$ cat src/rtl/apb_timer_array_if.sv
// APB3/APB4 slave bus bundle for the timer array; the master drives requests and
// the slave returns ready, read data and error.
interface apb_timer_array_if #(
    parameter int unsigned APB_AW = 12,
    parameter int unsigned APB_DW = 32
);
    logic [APB_AW-1:0]   paddr;
    logic                psel;
    logic                penable;
    logic                pwrite;
    logic [APB_DW-1:0]   pwdata;
    logic [APB_DW/8-1:0] pstrb;
    logic                pready;
    logic [APB_DW-1:0]   prdata;
    logic                pslverr;

    modport master (
        output paddr, psel, penable, pwrite, pwdata, pstrb,
        input  pready, prdata, pslverr
    );

    modport slave (
        input  paddr, psel, penable, pwrite, pwdata, pstrb,
        output pready, prdata, pslverr
    );
endinterface

$ cat src/rtl/apb_timer_array.sv
// Array of CH_QTY up-counting timers with prescaler, compare, PWM output and a
// combined interrupt, programmed through a zero-wait-state APB slave.
module apb_timer_array #(
    parameter int unsigned APB_AW  = 12,
    parameter int unsigned APB_DW  = 32,
    parameter int unsigned CH_QTY  = 4,
    parameter int unsigned CNT_W   = 32,
    parameter int unsigned PRESC_W = 8
) (
    input  logic              pclk,
    input  logic              prst_n,
    apb_timer_array_if.slave  apb,
    input  logic [CH_QTY-1:0] ext_clk,
    output logic [CH_QTY-1:0] pwm,
    output logic              irq
);
    localparam int unsigned       StrbW     = APB_DW / 8;
    localparam logic [APB_AW-1:0] AddrLimit = APB_AW'(CH_QTY * 32);

    typedef enum logic [2:0] {
        RegCtrl, RegPresc, RegTop, RegCmp, RegCnt, RegStat, RegIe, RegRsvd
    } reg_e;

    logic [3:0]         ctrl_q  [CH_QTY];
    logic [3:0]         ctrl_d  [CH_QTY];
    logic [PRESC_W-1:0] presc_q [CH_QTY];
    logic [PRESC_W-1:0] presc_d [CH_QTY];
    logic [PRESC_W-1:0] psc_q   [CH_QTY];
    logic [PRESC_W-1:0] psc_d   [CH_QTY];
    logic [CNT_W-1:0]   top_q   [CH_QTY];
    logic [CNT_W-1:0]   top_d   [CH_QTY];
    logic [CNT_W-1:0]   cmp_q   [CH_QTY];
    logic [CNT_W-1:0]   cmp_d   [CH_QTY];
    logic [CNT_W-1:0]   cnt_q   [CH_QTY];
    logic [CNT_W-1:0]   cnt_d   [CH_QTY];
    logic [1:0]         stat_q  [CH_QTY];
    logic [1:0]         stat_d  [CH_QTY];
    logic [1:0]         ie_q    [CH_QTY];
    logic [1:0]         ie_d    [CH_QTY];

    logic [CH_QTY-1:0] ext_s1, ext_s2, ext_s3, ext_edge;
    logic [CH_QTY-1:0] pwm_q, pwm_d;

    logic              acc, addr_err, wr_en;
    logic [APB_AW-6:0] ch_field;
    reg_e              reg_sel;
    logic [APB_DW-1:0] wmask, rdata, wval;
    logic              base_tick, cnt_tick;
    logic [1:0]        stat_set, stat_clr;
    logic [CNT_W-1:0]  cnt_nxt;
    logic              unused_addr;

    function automatic logic [APB_DW-1:0] merge(input logic [APB_DW-1:0] old,
                                                input logic [APB_DW-1:0] wdata,
                                                input logic [APB_DW-1:0] mask);
        return (old & ~mask) | (wdata & mask);
    endfunction

    assign acc         = apb.psel & apb.penable;
    assign ch_field    = apb.paddr[APB_AW-1:5];
    assign reg_sel     = reg_e'(apb.paddr[4:2]);
    assign addr_err    = (apb.paddr >= AddrLimit) || (reg_sel == RegRsvd);
    assign wr_en       = acc & apb.pwrite & ~addr_err;
    assign unused_addr = ^apb.paddr[1:0];
    assign ext_edge    = ext_s2 & ~ext_s3;

    assign apb.pready  = 1'b1;
    assign apb.pslverr = acc & addr_err;
    assign apb.prdata  = (acc && !apb.pwrite && !addr_err) ? rdata : '0;
    assign pwm         = pwm_q;

    always_comb begin
        wmask = '0;
        for (int b = 0; b < StrbW; b++) wmask[b*8 +: 8] = {8{apb.pstrb[b]}};
    end

    always_comb begin
        rdata = '0;
        for (int c = 0; c < CH_QTY; c++) begin
            if (ch_field == (APB_AW-5)'(c)) begin
                case (reg_sel)
                    RegCtrl:  rdata = APB_DW'(ctrl_q[c]);
                    RegPresc: rdata = APB_DW'(presc_q[c]);
                    RegTop:   rdata = APB_DW'(top_q[c]);
                    RegCmp:   rdata = APB_DW'(cmp_q[c]);
                    RegCnt:   rdata = APB_DW'(cnt_q[c]);
                    RegStat:  rdata = APB_DW'(stat_q[c]);
                    RegIe:    rdata = APB_DW'(ie_q[c]);
                    default:  rdata = '0;
                endcase
            end
        end
    end

    always_comb begin
        pwm_d     = '0;
        base_tick = 1'b0;
        cnt_tick  = 1'b0;
        stat_set  = '0;
        stat_clr  = '0;
        cnt_nxt   = '0;
        wval      = '0;
        for (int c = 0; c < CH_QTY; c++) begin
            ctrl_d[c]  = ctrl_q[c];
            presc_d[c] = presc_q[c];
            psc_d[c]   = psc_q[c];
            top_d[c]   = top_q[c];
            cmp_d[c]   = cmp_q[c];
            cnt_d[c]   = cnt_q[c];
            ie_d[c]    = ie_q[c];
            stat_set   = '0;
            stat_clr   = '0;
            cnt_tick   = 1'b0;
            base_tick  = ctrl_q[c][2] ? ext_edge[c] : 1'b1;

            if (!ctrl_q[c][0]) begin
                psc_d[c] = '0;
            end else if (base_tick) begin
                if (psc_q[c] == presc_q[c]) begin
                    psc_d[c] = '0;
                    cnt_tick = 1'b1;
                end else begin
                    psc_d[c] = psc_q[c] + PRESC_W'(1);
                end
            end

            // TOP below CNT never matches, so the counter rolls through 2^CNT_W-1 naturally.
            cnt_nxt = (cnt_q[c] == top_q[c]) ? '0 : cnt_q[c] + CNT_W'(1);
            if (cnt_tick) begin
                cnt_d[c] = cnt_nxt;
                if (cnt_q[c] == top_q[c]) begin
                    stat_set[0] = 1'b1;
                    if (ctrl_q[c][1]) ctrl_d[c][0] = 1'b0;
                end
                if (cnt_nxt == cmp_q[c]) stat_set[1] = 1'b1;
            end

            // Software writes land after the tick update so they take priority.
            if (wr_en && ch_field == (APB_AW-5)'(c)) begin
                case (reg_sel)
                    RegCtrl: begin
                        wval      = merge(APB_DW'(ctrl_q[c]), apb.pwdata, wmask);
                        ctrl_d[c] = wval[3:0];
                    end
                    RegPresc: begin
                        wval       = merge(APB_DW'(presc_q[c]), apb.pwdata, wmask);
                        presc_d[c] = wval[PRESC_W-1:0];
                    end
                    RegTop: begin
                        wval     = merge(APB_DW'(top_q[c]), apb.pwdata, wmask);
                        top_d[c] = wval[CNT_W-1:0];
                    end
                    RegCmp: begin
                        wval     = merge(APB_DW'(cmp_q[c]), apb.pwdata, wmask);
                        cmp_d[c] = wval[CNT_W-1:0];
                    end
                    RegCnt: begin
                        wval     = merge(APB_DW'(cnt_q[c]), apb.pwdata, wmask);
                        cnt_d[c] = wval[CNT_W-1:0];
                    end
                    RegStat: stat_clr = apb.pwdata[1:0] & {2{apb.pstrb[0]}};
                    RegIe: begin
                        wval    = merge(APB_DW'(ie_q[c]), apb.pwdata, wmask);
                        ie_d[c] = wval[1:0];
                    end
                    default: ;
                endcase
            end

            stat_d[c] = (stat_q[c] & ~stat_clr) | stat_set;
            pwm_d[c]  = ctrl_q[c][0] & ((cnt_q[c] < cmp_q[c]) ^ ctrl_q[c][3]);
        end
    end

    always_comb begin
        irq = 1'b0;
        for (int c = 0; c < CH_QTY; c++) irq = irq | (|(stat_q[c] & ie_q[c]));
    end

    always_ff @(posedge pclk or negedge prst_n) begin
        if (!prst_n) begin
            ext_s1 <= '0;
            ext_s2 <= '0;
            ext_s3 <= '0;
            pwm_q  <= '0;
            for (int c = 0; c < CH_QTY; c++) begin
                ctrl_q[c]  <= '0;
                presc_q[c] <= '0;
                psc_q[c]   <= '0;
                top_q[c]   <= '0;
                cmp_q[c]   <= '0;
                cnt_q[c]   <= '0;
                stat_q[c]  <= '0;
                ie_q[c]    <= '0;
            end
        end else begin
            ext_s1 <= ext_clk;
            ext_s2 <= ext_s1;
            ext_s3 <= ext_s2;
            pwm_q  <= pwm_d;
            for (int c = 0; c < CH_QTY; c++) begin
                ctrl_q[c]  <= ctrl_d[c];
                presc_q[c] <= presc_d[c];
                psc_q[c]   <= psc_d[c];
                top_q[c]   <= top_d[c];
                cmp_q[c]   <= cmp_d[c];
                cnt_q[c]   <= cnt_d[c];
                stat_q[c]  <= stat_d[c];
                ie_q[c]    <= ie_d[c];
            end
        end
    end
endmodule
$ cat src/flat_wrapper.sv
// flat-port wrapper written by rule: the top's interface ports become plain ports
module apb_timer_array_flat 
#(
    parameter int unsigned APB_AW  = 12,
    parameter int unsigned APB_DW  = 32,
    parameter int unsigned CH_QTY  = 4,
    parameter int unsigned CNT_W   = 32,
    parameter int unsigned PRESC_W = 8
)
  (pclk, prst_n, ext_clk, pwm, irq, apb_paddr, apb_psel, apb_penable, apb_pwrite, apb_pwdata, apb_pstrb, apb_pready, apb_prdata, apb_pslverr);
  apb_timer_array_if #(.APB_AW(APB_AW), .APB_DW(APB_DW)) apb_i ();
  input  logic pclk;
  input  logic prst_n;
  input  logic [CH_QTY-1:0] ext_clk;
  output logic [CH_QTY-1:0] pwm;
  output logic irq;
  input wire logic [$bits(apb_i.paddr)-1:0] apb_paddr;
  input wire logic [$bits(apb_i.psel)-1:0] apb_psel;
  input wire logic [$bits(apb_i.penable)-1:0] apb_penable;
  input wire logic [$bits(apb_i.pwrite)-1:0] apb_pwrite;
  input wire logic [$bits(apb_i.pwdata)-1:0] apb_pwdata;
  input wire logic [$bits(apb_i.pstrb)-1:0] apb_pstrb;
  output wire logic [$bits(apb_i.pready)-1:0] apb_pready;
  output wire logic [$bits(apb_i.prdata)-1:0] apb_prdata;
  output wire logic [$bits(apb_i.pslverr)-1:0] apb_pslverr;
  assign apb_i.paddr = apb_paddr;
  assign apb_i.psel = apb_psel;
  assign apb_i.penable = apb_penable;
  assign apb_i.pwrite = apb_pwrite;
  assign apb_i.pwdata = apb_pwdata;
  assign apb_i.pstrb = apb_pstrb;
  assign apb_pready = apb_i.pready;
  assign apb_prdata = apb_i.prdata;
  assign apb_pslverr = apb_i.pslverr;
  apb_timer_array #(.APB_AW(APB_AW), .APB_DW(APB_DW), .CH_QTY(CH_QTY), .CNT_W(CNT_W), .PRESC_W(PRESC_W)) u_core (.pclk(pclk), .prst_n(prst_n), .apb(apb_i), .ext_clk(ext_clk), .pwm(pwm), .irq(irq));
endmodule
$ cat config.mk
export PLATFORM = sky130hd
export DESIGN_NAME = apb_timer_array_flat
export DESIGN_NICKNAME = d
export VERILOG_FILES = /design/src/rtl/apb_timer_array_if.sv /design/src/rtl/apb_timer_array.sv /design/src/flat_wrapper.sv
export SDC_FILE = /design/constraint.sdc
export NUM_CORES = 2
export LEC_CHECK = 0
export CAP_MARGIN = 30
export CELL_PAD_IN_SITES_DETAIL_PLACEMENT = 1
export CELL_PAD_IN_SITES_GLOBAL_PLACEMENT = 1
export CORE_MARGIN = 5
export CORE_UTILIZATION = 50
export CTS_CLUSTER_DIAMETER = 150
export DETAILED_ROUTE_END_ITERATION = 12
export PLACE_DENSITY = 0.86
export SYNTH_ARGS = -nofsm -noshare
export SYNTH_HDL_FRONTEND = slang
export SYNTH_SLANG_ARGS = --single-unit
$ cat constraint.sdc
create_clock -name pclk -period 4.05 [get_ports pclk]
set_input_delay 0.81 -clock pclk [delete_from_list [all_inputs] [get_ports pclk]]
set_output_delay 0.81 -clock pclk [all_outputs]
set_load 0.03 [all_outputs]
* Word-level counts from Yosys, hierarchy flattened
Cells that the tools add are included.
** Word-level totals
- Flip-flop bits (word level) :: 496
- Input port bits :: 57
- Output and inout bits :: 39
- Word-level logic and storage cells :: 289
** Cells by class
- Add/subtract/negate cells :: 8
- Order comparisons :: 5
- Equality and inequality tests :: 26
- Mux-type cells :: 90
- Bitwise operators :: 85
- Reductions and logical operators :: 35
** Operators with widths (count)
- $pmux 32 s7 :: 4
- $mux 32 :: 21
- $and 32x32->32 :: 13
- $or 32x32->32 :: 12
- $eq 32x32->1 :: 8
- $add 32x1->32 const B :: 4
- $lt 32x32->1 :: 4
- $mux 8 :: 12
- $mux 1 :: 44
- $reduce_and 2->1 :: 20
- $add 8x1->8 const B :: 4
- $and 8x8->8 :: 4
- $eq 8x8->1 :: 4
- $not 32->32 :: 1
- $or 8x8->8 :: 4
- $and 2x2->2 :: 13
- $and 4x4->4 :: 5
- $mux 2 :: 9
- $or 2x2->2 :: 8
- $or 4x4->4 :: 4
- $eq 7x2->1 const B :: 2
- $eq 3x3->1 const B :: 4
- $ge 12x8->1 const B :: 1
- $and 1x1->1 :: 8
- 15 further kinds :: 36

* Logic depth before layout (Yosys ltp)
- Depth in word-level cells :: 9
- Mapped depth :: 13
- Depth with buffers taken out :: 11

* Least setup slack after synthesis
OpenSTA, ideal clock, no wires.
- Path kind :: input to output
- From :: input port apb_paddr[2]
- To :: output port apb_prdata[1]
- Arrival time :: 3.966 ns
- Data required time :: 3.240 ns
- Setup slack :: -0.726 ns
- Cell stages on the path :: 8
- Buffers on the path :: 4
- Cells stage by stage :: clkbuf_1 > clkbuf_1 > clkbuf_1 > clkbuf_1 > a211oi_1 > a21oi_1 > nor2_1 > a2111oi_0
** On the way
- Cells in the longest elaborated chain, start to end :: 7
- Elaborated cells between the ends (all ways) :: 21
- Those cells by class :: order compare (1); eq/ne (7); mux (9); reduce/logical (4)
** Ends and longest elaborated chain
- start, declared :: line flat_wrapper.sv:17 : input wire logic [$bits(apb_i.paddr)-1:0] apb_paddr;
- $eq 3x3->1 (tied with other cells) :: line apb_timer_array.sv:81 : case (reg_sel)
- $pmux 32 s7 :: line apb_timer_array.sv:81
- $mux 32 (4 in series) :: line apb_timer_array.sv:80 : if (ch_field == (APB_AW-5)'(c)) begin
- $mux 32 * :: line apb_timer_array.sv:69 : assign apb.prdata = (acc && !apb.pwrite && !addr_err) ? rdata : '0;
- end, declared :: line flat_wrapper.sv:24 : output wire logic [$bits(apb_i.prdata)-1:0] apb_prdata;
Mark *: on every way between the ends. The rest lies on a longest branch, timed or not.

* Final worst setup path
- From :: input port apb_paddr[4]
- To :: output port apb_prdata[22]
Same word-level chain as after synthesis.

==> flow_summary.toml <==
[sta]
setup_tns_ns = -0.295
hold_ws_ns = 0.132
slew_violations = 0
maxSlewHeadroom_pct = 23.6
finalCritPeriodShare_pct = 103
setup_viol = 5
fmax_mhz = 239
tightestPinTransition_ns = 1.15
fin_skew_ns = 0.0346
report.final.hold_viol_count = 0
fin_ws_ns = -0.132
min_period_ns = 4.18

[setup_path]
cp-end-kind = "output pin"
critPathKind = "input port to output pin"
cp_max_fo = 16
worstPathArrival_ns = 3.37
cp-start-kind = "input port"
crit_required_ns = 3.24

[synthesis]
yosys.area.top_type = "dfrtp_1"
ys_ff_latch = 496
synth_top_area_share_pct = 35.3
yosys_warnings = 0
netlist-cell-type-count = 96
avgSynthCellArea_sq_um = 9.24
synth-async-reset-ratio_pct = 100
syn_area_sq_mm = 0.0351
synth.yosys.seq_area_share_pct = 35.3
synth_ff_type = "dfrtp_1"
synth_edf_count = 0
synth_nets = 3992
syn_inst = 3803
synthTopCellsByArea = "dfrtp_1, mux2_2, xnor2_1"

[floorplan]
core_sq_mm = 0.0699
dieWidth_microns = 275
start_util_pct = 50.3
num_rows = 97
die_h_microns = 275
io_pins = 96
die_area_sq_mm = 0.0757

[cells_and_area]
layout_commonest_cell = "dfrtp_1"
finish.utilization_pct = 60.2
num-fill-cells = 7798
drive_above_1_share_pct = 24.2
final_cell_mix = "dfrtp_1, mux2_2, buf_4"
syn_to_final_growth_pct = 19.7
fin_cells = 5056
nNetsFinal = 4243

[detailed_routing]
wire_per_inst_microns = 33.9
firstDrtPassIters = 6
num_vias = 36200
first_iter_violations = 5357
via_per_inst = 7.16
drt_wl_total_mm = 171
antenna_left = 0
drc = 0

[job]
maxCapViolCount = 0

[power_and_ir_drop]
powerDensity_mw_per_mm2 = 287
p_leak_nw = 18.5
vdd_drop_max_v = 0.000314

[placement]
port_buffers = 92
pre_cts_ws_ns = -0.0617
gp_congestion = 1.05
dpl.hpwl_mm = 122
dp_cells = 4927

[clocking]
cts.reportedPaths.clkPinSlew_ns = 0.06
cts_buffers = 57
insertion_delay_ns = 0.67
cts_buffer_depth = 3
cts_tree = "yes"
numClockSinks = 496
cts_root_buf = "clkbuf_16"
h-tree-depth = 2

[grt]
antenna_found_initial = 9
track_usage_pct = 42.8
grt_max_degree = 81
grt_pass1_wl_mm = 243
grt_pass1_vias = 36200
grt_overflow = 0

[outcome]
violations = "setup timing"
outcome = "complete, but fails checks"

[hold_path]
min_path_type = "input port to asynchronous set/reset pin"
[cell type report]
cell class,count,area (sq um),share of cell area (%)
Multi-Input combinational cell,2846,21300,50.7
Antenna cell,14,35.0,0.0833
Tap cell,940,1180,2.80
Sequential cell,496,12400,29.5
Clock inverter,32,478,1.14
Timing Repair Buffer,464,4360,10.4
Clock buffer,75,1560,3.72
Inverter,189,709,1.69
[stage by stage]
stage | power, mW | instance area [sq um]
after floorplan | 5.54 | 35300
after global placement | 6.17 | 39300
after detailed placement | 6.22 | 39500
after CTS | 11.9 | 41600
after global routing | 12.3 | 42000
final | 12.1 | 42100
[final timing paths]
| kind | to | cells after the start | slack, ns | startpoint |
|---|---|---|---|---|
| worst max register to register | u_core.stat_q[3] | 10 | 0.19 | register |
| worst min register to register | u_core.ext_s2[2] | 0 | 0.35 | u_core.ext_s1[2] |
| worst max-delay path | apb_prdata[22] | 11 | -0.13 | apb_paddr[4] |
| max in group asynchronous | u_core.pwm[2] | 3 | 2.70 | prst_n |
| worst min-delay path | asynchronous set/reset pin | 1 | 0.13 | prst_n |
| min in group pclk | u_core.ext_s2[2] | 0 | 0.35 | u_core.ext_s1[2] |
[cells in the mapped netlist (all sizes together), types with 20 or more instances]
cell type    n
nor2       268
mux2i       51
nand2b      23
and4        21
xnor2      213
dfrtp      496
o22ai       48
nor3        60
ha         132
buf         68
o21ai      196
nor4        86
nand4      102
a21oi      212
inv        189
a211oi      23
a22oi       38
nor2b       20
a21o        44
nand2      258
and3        42
xor2       128
clkbuf     204
a221o       20
o221a       21
a31oi       21
a221oi      86
mux2       364
nand3      124
[kinds of logic (layout without fill, tap and decap cells)]
logic type	Yosys count	after routing	synth area share (%)
AND/OR/NAND/NOR	1084	1084	15.9
AO/OA/AOI/OAI	862	862	16.5
flip-flops	496	496	35.3
buffers and inverters	461	760	5.25
multiplexers	422	422	13.6
XOR/XNOR	345	345	8.78
adder cells (fa/ha/maj)	132	132	4.70
other	1	15	0.0107
[critical path: stages]
cell      delay, ns
buf_2          0.27
nand2b_1       0.20
nor2_4         0.22
buf_12         0.21
buf_4          0.28
nand2_1        0.08
o21ai_0        0.31
o21ai_0        0.27
a311oi_2       0.33
buf_4          0.23
buf_12         0.13
[power breakdown]
group | internal [mW] | leakage (nW) | switching, mW
registers | 4.98 | 6.71 | 0.0629
logic | 0.365 | 10.9 | 0.820
clock network | 3.37 | 0.979 | 2.46
[routing by layer]
| layer | vias up | global-route usage [%] | routed length (microns) |
|---|---|---|---|
| met2 | 2819 | 62.0 | 71000 |
| met5 | - | 0 | 49 |
| li1 | 14500 | - | - |
| met4 | 8 | 28.1 | 14700 |
| met1 | 18100 | 55.1 | 63000 |
| met3 | 828 | 13.4 | 22700 |
[what timing repair did]
action	CTS	global route
buffers inserted	1	1
endpoints found under the hold margin	0	0
endpoints found under the setup margin	14	29
pin swaps	0	11
gates cloned	0	3
gates resized for setup	3	45
hold buffers	0	0
(Power assumes the default switching activity.)
